===== src/rtl/can_bit_destuffer.sv =====
// CAN bit destuffer: samples rx once per bit on the rising edge of the
// recovered baud clock, tracks bus idle / start-of-frame, removes stuff bits
// and flags stuff and sync errors. Strobes appear one clk after baud rises.
//
// Ports:
//   i_clk, i_rst            system clock, synchronous active-high reset
//   i_rx, i_baud, i_lock    synchronised rx line (1 = recessive), baud clock, lock flag
//   i_stuff_en              1 = destuff (SOF..CRC), 0 = pass every bit
//   o_bit_valid, o_bit_data 1-cycle strobe with the destuffed bit value
//   o_sof                   1-cycle strobe on the SOF bit
//   o_stuff_err, o_sync_err 1-cycle error strobes
//   o_bus_idle              level: idle run seen and no frame active
module can_bit_destuffer #(
  parameter int STUFF_LEN = 5,
  parameter int IDLE_BITS = 11,
  parameter int CNT_WIDTH = 4
) (
  input  logic i_clk,
  input  logic i_rst,
  input  logic i_rx,
  input  logic i_baud,
  input  logic i_lock,
  input  logic i_stuff_en,
  output logic o_bit_valid,
  output logic o_bit_data,
  output logic o_sof,
  output logic o_stuff_err,
  output logic o_sync_err,
  output logic o_bus_idle
);

  typedef enum logic [1:0] {HUNT, IDLE, FRAME} state_t;

  localparam logic [CNT_WIDTH-1:0] STUFF_MAX = CNT_WIDTH'(STUFF_LEN);
  localparam logic [CNT_WIDTH-1:0] IDLE_MAX  = CNT_WIDTH'(IDLE_BITS);
  localparam logic [CNT_WIDTH-1:0] CNT_ONE   = CNT_WIDTH'(1);

  state_t               r_state, w_state_nxt;
  logic                 r_baud_q;
  logic [CNT_WIDTH-1:0] r_run, w_run_nxt;
  logic [CNT_WIDTH-1:0] r_rec_run, w_rec_nxt;
  logic                 r_last, w_last_nxt;

  logic                 w_samp;
  logic [CNT_WIDTH-1:0] w_rec_inc, w_run_inc;
  logic                 w_bv, w_bd, w_sof, w_serr, w_yerr, w_idle;

  // baud_q resets high so a baud already high at reset release is no sample.
  assign w_samp    = i_baud & ~r_baud_q;
  assign w_rec_inc = (r_rec_run == IDLE_MAX)  ? IDLE_MAX  : r_rec_run + CNT_ONE;
  assign w_run_inc = (r_run     == STUFF_MAX) ? STUFF_MAX : r_run + CNT_ONE;

  always_comb begin
    w_state_nxt = r_state;
    w_run_nxt   = r_run;
    w_rec_nxt   = r_rec_run;
    w_last_nxt  = r_last;
    w_bv        = 1'b0;
    w_bd        = o_bit_data;
    w_sof       = 1'b0;
    w_serr      = 1'b0;
    w_yerr      = 1'b0;
    w_idle      = o_bus_idle;

    if (w_samp) begin
      // Recessive run counts every raw sample, stuff bits included.
      w_rec_nxt = i_rx ? w_rec_inc : '0;
      case (r_state)
        HUNT: begin
          if (!i_lock) begin
            w_rec_nxt = '0;
          end else if (w_rec_nxt == IDLE_MAX) begin
            w_idle      = 1'b1;
            w_state_nxt = IDLE;
          end
        end
        IDLE: begin
          if (!i_rx) begin
            w_idle = 1'b0;
            if (i_lock) begin
              w_bv        = 1'b1;
              w_bd        = 1'b0;
              w_sof       = 1'b1;
              w_last_nxt  = 1'b0;
              w_run_nxt   = CNT_ONE;
              w_state_nxt = FRAME;
            end else begin
              w_yerr      = 1'b1;
              w_state_nxt = HUNT;
            end
          end
        end
        FRAME: begin
          if (!i_lock) begin
            w_yerr      = 1'b1;
            w_state_nxt = HUNT;
          end else if (i_stuff_en && (r_run == STUFF_MAX)) begin
            // This sample is a stuff bit: it must differ from the run.
            if (i_rx == r_last) begin
              w_serr      = 1'b1;
              w_state_nxt = HUNT;
            end else begin
              w_last_nxt = i_rx;
              w_run_nxt  = CNT_ONE;
            end
          end else begin
            w_bv = 1'b1;
            w_bd = i_rx;
            if (i_rx == r_last) begin
              w_run_nxt = w_run_inc;
            end else begin
              w_run_nxt  = CNT_ONE;
              w_last_nxt = i_rx;
            end
            // Unstuffed tail (EOF + intermission) ends the frame.
            if (!i_stuff_en && (w_rec_nxt == IDLE_MAX)) begin
              w_idle      = 1'b1;
              w_state_nxt = IDLE;
            end
          end
        end
        default: w_state_nxt = HUNT;
      endcase
    end
  end

  always_ff @(posedge i_clk) begin
    if (i_rst) begin
      r_state     <= HUNT;
      r_baud_q    <= 1'b1;
      r_run       <= '0;
      r_rec_run   <= '0;
      r_last      <= 1'b1;
      o_bit_valid <= 1'b0;
      o_bit_data  <= 1'b1;
      o_sof       <= 1'b0;
      o_stuff_err <= 1'b0;
      o_sync_err  <= 1'b0;
      o_bus_idle  <= 1'b0;
    end else begin
      r_state     <= w_state_nxt;
      r_baud_q    <= i_baud;
      r_run       <= w_run_nxt;
      r_rec_run   <= w_rec_nxt;
      r_last      <= w_last_nxt;
      o_bit_valid <= w_bv;
      o_bit_data  <= w_bd;
      o_sof       <= w_sof;
      o_stuff_err <= w_serr;
      o_sync_err  <= w_yerr;
      o_bus_idle  <= w_idle;
    end
  end

endmodule


===== config.mk =====
export PLATFORM = sky130hd
export DESIGN_NAME = can_bit_destuffer
export DESIGN_NICKNAME = d
export VERILOG_FILES = /design/src/rtl/can_bit_destuffer.sv
export SDC_FILE = /design/constraint.sdc
export NUM_CORES = 1
export LEC_CHECK = 0
export CELL_PAD_IN_SITES_DETAIL_PLACEMENT = 2
export CELL_PAD_IN_SITES_GLOBAL_PLACEMENT = 2
export CORE_MARGIN = 3
export CORE_UTILIZATION = 35
export CTS_BUF_LIST = sky130_fd_sc_hd__clkbuf_16
export DETAILED_ROUTE_END_ITERATION = 8
export MAX_ROUTING_LAYER = met4
export PLACE_DENSITY_LB_ADDON = 0.05
export SYNTH_ARGS = -nofsm -noshare
export SYNTH_HDL_FRONTEND = slang
export SYNTH_SLANG_ARGS = --single-unit

===== constraint.sdc =====
create_clock -name i_clk -period 4.7 [get_ports i_clk]
set_input_delay 0.94 -clock i_clk [delete_from_list [all_inputs] [get_ports i_clk]]
set_output_delay 0.94 -clock i_clk [all_outputs]
set_load 0.005 [all_outputs]

# Word-level counts from Yosys, hierarchy flattened
# Index checks and enable logic that the tools add are counted.
# totals
register_bits,18
input_bits,6
out_inout_bits,6
# classes
add_sub_neg,2
eq_ne,17
n_mux,45
bitwise_logic,7
reduce_logical,14
# op_table
cell,n
$mux 4,11
$reduce_and 6->1,4
$mux 1,19
$mux 2,8
$ne 2x2->1 const B,8
$add 4x1->4 const B,2
$eq 4x4->1 const B,2
$ne 4x4->1 const B,2
$pmux 1 s2,4
$pmux 4 s2,1
$reduce_and 8->1,1
$not 1->1,6
$pmux 2 s3,1
$reduce_or 5->1,1
$eq 4x3->1 const B,1
$ne 3x3->1 const B,1
$pmux 1 s3,1
$reduce_bool 3->1,1
$reduce_or 3->1,1
$eq 2x1->1 const B,1
$eq 2x2->1 const B,1
$logic_and 1x1->1,2
$logic_not 2->1,1
$reduce_bool 2->1,1
other kinds (4),4

# Depth between registers and ports, before layout
# logic_depth
ltp_word,9
ltp_mapped,8

# Worst setup path after synthesis
# No wires, ideal clock.
# synth_timing
kind,input port to flip-flop
startpoint,input i_lock
endpoint,register r_run[3]
arrival_ns,2.112
required_time_ns,4.630
setup_slack_ns,2.518
cell_stages,5
n_path_buf,1
path_cell_list,clkbuf_1 -> o211a_4 -> nand2_2 -> or4_1 -> a21oi_1
# synth_between
elab_chain_cells,2
elab_cells_between_ends,3
cone_classes,eq/ne: 2; reduce/logical: 1
# synth_lines
element,line,text
from (decl),22,"input logic i_lock,"
$ne 2x2->1 (no source line),-,
$reduce_and 6->1 (no source line) (*),-,
to (signal assigned),143,r_run <= w_run_nxt;
to (decl),40,"logic [CNT_WIDTH-1:0] r_run, w_run_nxt;"
# Mark *: on every way between the ends. The rest lies on a longest branch, timed or not.
# A chain may end at the register's enable or synchronous reset.

# Worst setup path after layout
# layout_timing
startpoint,input i_rx
endpoint,register r_run[3]
# layout_between
elab_chain_cells,5
elab_cells_between_ends,8
cone_classes,eq/ne: 3; mux: 4; reduce/logical: 1
# layout_lines
element,line,text
from (decl),20,"input logic i_rx,"
$eq 1x1->1,"99, 109",
$mux 4,109,if (i_rx == r_last) begin
$mux 4,97,end else if (i_stuff_en && (r_run == STUFF_MAX)) begin
$mux 4,94,if (!i_lock) begin
$pmux 4 s2,68,case (r_state)
# Parallel ways exist; a longest one is shown, timed or not. The select of a mux whose other input is x is not followed.

==> results.yml <==
floorplan:
  die-width_um: 60.28
  start_util: 0.3707
  fp-row-count: 19
  boundaryPins: 12
  die_height_um: 60.28
  dieArea_sq_um: 3633
  placeableCoreArea_sq_um: 2781
route:
  num_vias: 928
  drc: 0
  postRouteAntennaNets: 0
  detailedRoute.firstIterationViolations: 21
  post_drt_wl_per_cell_um: 17.18
  viasPerCell: 5.800
  postRouteWirelength_mm: 2.748
  detail_route.first_pass.iterations: 4
yosys:
  async_flop_share: 0
  cell_count_after_synthesis: 121
  postSynthNetCount: 134
  synth.distinct_cells: 40
  synth_area_sq_um: 1031
  synth_top_flop_cell: "sky130_fd_sc_hd__dfxtp_1"
  ys_ff_latch: 18
  synth.yosys.warnings: 0
  synth_enable_flop_cells: 0
  synthesis.area_per_instance_sq_um: 8.521
  synth_area_leader_cell: "sky130_fd_sc_hd__dfxtp_1"
  ys_top_cells_by_area: "sky130_fd_sc_hd__dfxtp_1 (35%), sky130_fd_sc_hd__ha_1 (8.5%), sky130_fd_sc_hd__a21oi_1 (5.3%)"
  synth-seq-area-share: 0.3495
  netlist.area_leader.share: 0.3495
final_layout:
  most-common-layout-cells: "sky130_fd_sc_hd__dfxtp_1 (18), sky130_fd_sc_hd__a21oi_1 (11), sky130_fd_sc_hd__clkdlybuf4s50_1 (11), sky130_fd_sc_hd__nand2_1 (10)"
  multiInputGateArea_sq_um: 618.1
  layout_commonest_cell: "sky130_fd_sc_hd__dfxtp_1"
  antenna_cells_inserted: 0
  final_design_area_no_fill_sq_um: 1229
  final_nets: 144
  layout_filler_cell_count: 324
  sequential_cell_area_sq_um: 360.3
  layout.core_utilization: 0.4417
  syn_to_final_growth_pct: 19.17
  post_route_cells_drive_above_1_share: 0.1008
placement:
  post_dp_hpwl_mm: 1.942
  worst_slack_placed_ps: 1841
  gpl.final_weighted_congestion: 0.8335
  port-buffer-count: 11
  placed_area_sq_um: 1154
worst_setup_path:
  timing.setup.critical_path_class: "input pin to flip-flop"
  crit_cells: 5
  worstSetupEndpointType: "flip-flop"
  cp.arrival_ps: 2780
  cp_top_family: "buffers and inverters"
  critPathSlowestCell: "sky130_fd_sc_hd__clkdlybuf4s50_1"
  critical_path_launch_point: "i_rx"
  timing.critical_path.required_ps: 4860
  crit_fanout: 8
  slowest_delay_ps: 570
  critical_path_cell_by_cell: "clkdlybuf4s50_1 -> xnor2_1 -> o211ai_1 -> or4_1 -> a21oi_1"
  reg2reg_from: "r_state[0]"
  cp-endpoint: "r_run[3]"
  reg2reg_slack_ps: 2580
  worst_setup_path_start_kind: "input pin"
  r2r_cells: 7
  worst-path-buf-inv: 1
  r2r_end: "r_run[3]"
sta:
  finalCritPeriodShare: 0.5560
  clock.fmax_mhz: 382.7
  hold_viol: 0
  tightest_slew_ps: 666.0
  setup-violations-final: 0
  rsz0062_at_grt: "no"
  maxSlewViolCount: 0
  final.hold.worst_slack_ps: 464.5
  final_critical_path_setup_slack_ps: 2087
  layout_min_cycle_time_ps: 2613
  setup-tns-final_ps: 0
  slew-limit-headroom: 0.5546
  finClkSkew_ps: 3.861
power_and_ir_drop:
  portion_of_total_power_attributed_to_combinational_logic: 0.049
  p_clk_frac: 0.497
  internal_power_mw: 0.2719
  power-per-cell-area_nw_per_um2: 275.9
  peakVddDrop_v: 0.0002090
  flop_pwr_share: 0.454
  netSwitchingPower_mw: 0.06711
  power.static_leakage_nw: 0.4096
  p_sw_frac: 0.1980
global_routing:
  grt_use_total: 0.1831
  grt_pass1_vias: 993
  grt_max_degree: 18
  grt_pass1_wl_mm: 4.795
  grt_antenna_before_repair: 0
  grt_overflow_total: 0
clock_network:
  source_to_sink_clock_delay_at_the_later_pin_of_the_worst_skew_pair_ps: 250
  clk_pin_slew_worst_paths_ps: 50
  cts-hold-fix-buffers: 0
  cts-root-to-sink-buffers: 2
  clock_tree.htree_level_count: 1
  numClockSinks: 18
  cts.repair.resized: 0
  number_of_buffers_inserted_during_clock_tree_synthesis: 3
  cts_tree: "yes"
  post-cts-setup-buffer-count: 0
  ctsRootBufferMaster: "sky130_fd_sc_hd__clkbuf_16"
hold_path:
  hold_removal_path_class: "flip-flop to flip-flop"
  worstHoldStart: "o_bit_data"
run:
  max_cap_viol_count: 0
status:
  outcome: "completed"
stage by stage:
step | std cells | power [mW]
after global placement | 157 | 0.1730
after detailed placement | 157 | 0.1735
after global routing | 160 | 0.3538
after CTS | 160 | 0.3432
final | 160 | 0.3390
after floorplan | 121 | 0.1669
worst min path at each step:
stage                      end  slack [ps]  depth (start not counted)
global placement    o_bit_data         450                          1
floorplan           o_bit_data         460                          1
CTS                 o_bit_data         470                          1
detailed placement  o_bit_data         450                          1
finish              o_bit_data         460                          1
global route        o_bit_data         480                          1
sequential cells by signal, indices dropped and copies added, names as in the netlist:
register     count
o_bit_data       1
o_bit_valid      1
o_bus_idle       1
o_sof            1
o_stuff_err      1
o_sync_err       1
r_baud_q         1
r_last           1
r_rec_run        4
r_run            4
r_state          2
worst register-to-register path, stage by stage (launching register included):
cell,delay [ps]
sky130_fd_sc_hd__dfxtp_1,330
sky130_fd_sc_hd__inv_1,110
sky130_fd_sc_hd__ha_1,410
sky130_fd_sc_hd__nor2b_1,220
sky130_fd_sc_hd__o211a_4,210
sky130_fd_sc_hd__nand2_2,100
sky130_fd_sc_hd__or4_1,510
sky130_fd_sc_hd__a21oi_1,160
layout make-up:
type	count	area share
Clock buffer	3	0.06110
Inverter	7	0.02138
Multi-Input combinational cell	90	0.5031
Sequential cell	18	0.2933
Tap cell	31	0.03157
Timing Repair Buffer	11	0.08961
power by group through the flow:
stage	registers, mW	clock network, mW	logic (mW)
final	0.154	0.168	0.0167
after global routing	0.154	0.182	0.0185
after CTS	0.154	0.173	0.0167
after detailed placement	0.157	0	0.0165
after global placement	0.157	0	0.0160
after floorplan	0.157	0	0.00997
synth_stat cells (all sizes together), types with 5 or more instances:
master and count:
nand3 7, clkbuf 5, o21ai 6, ha 7, nor2b 6, nor2 7
nand2 11, a21oi 11, dfxtp 18, nand2b 5, inv 7
cells by family (layout without fill, tap and decap cells):
logic type,after synthesis,count (layout),synth area share
xor gates and xnor gates,1,1,0.008497
and+or+nand+nor,48,48,0.2622
buffers and inverters,13,21,0.05098
AOI/OAI and AO/OA,33,33,0.2330
DFF,18,18,0.3495
adders and majority gates,8,8,0.09587
per-layer routing:
| layer | part of all wire | GRT usage | wire length, um |
|---|---|---|---|
| met4 | 0.015 | 0.06329 | 42 |
| met3 | 0.027 | 0.03456 | 73 |
| met2 | 0.50 | 0.3025 | 1376 |
| met1 | 0.46 | 0.2209 | 1255 |
| met5 | 0 | - | 0 |
Power figures use the tool's default switching activity.
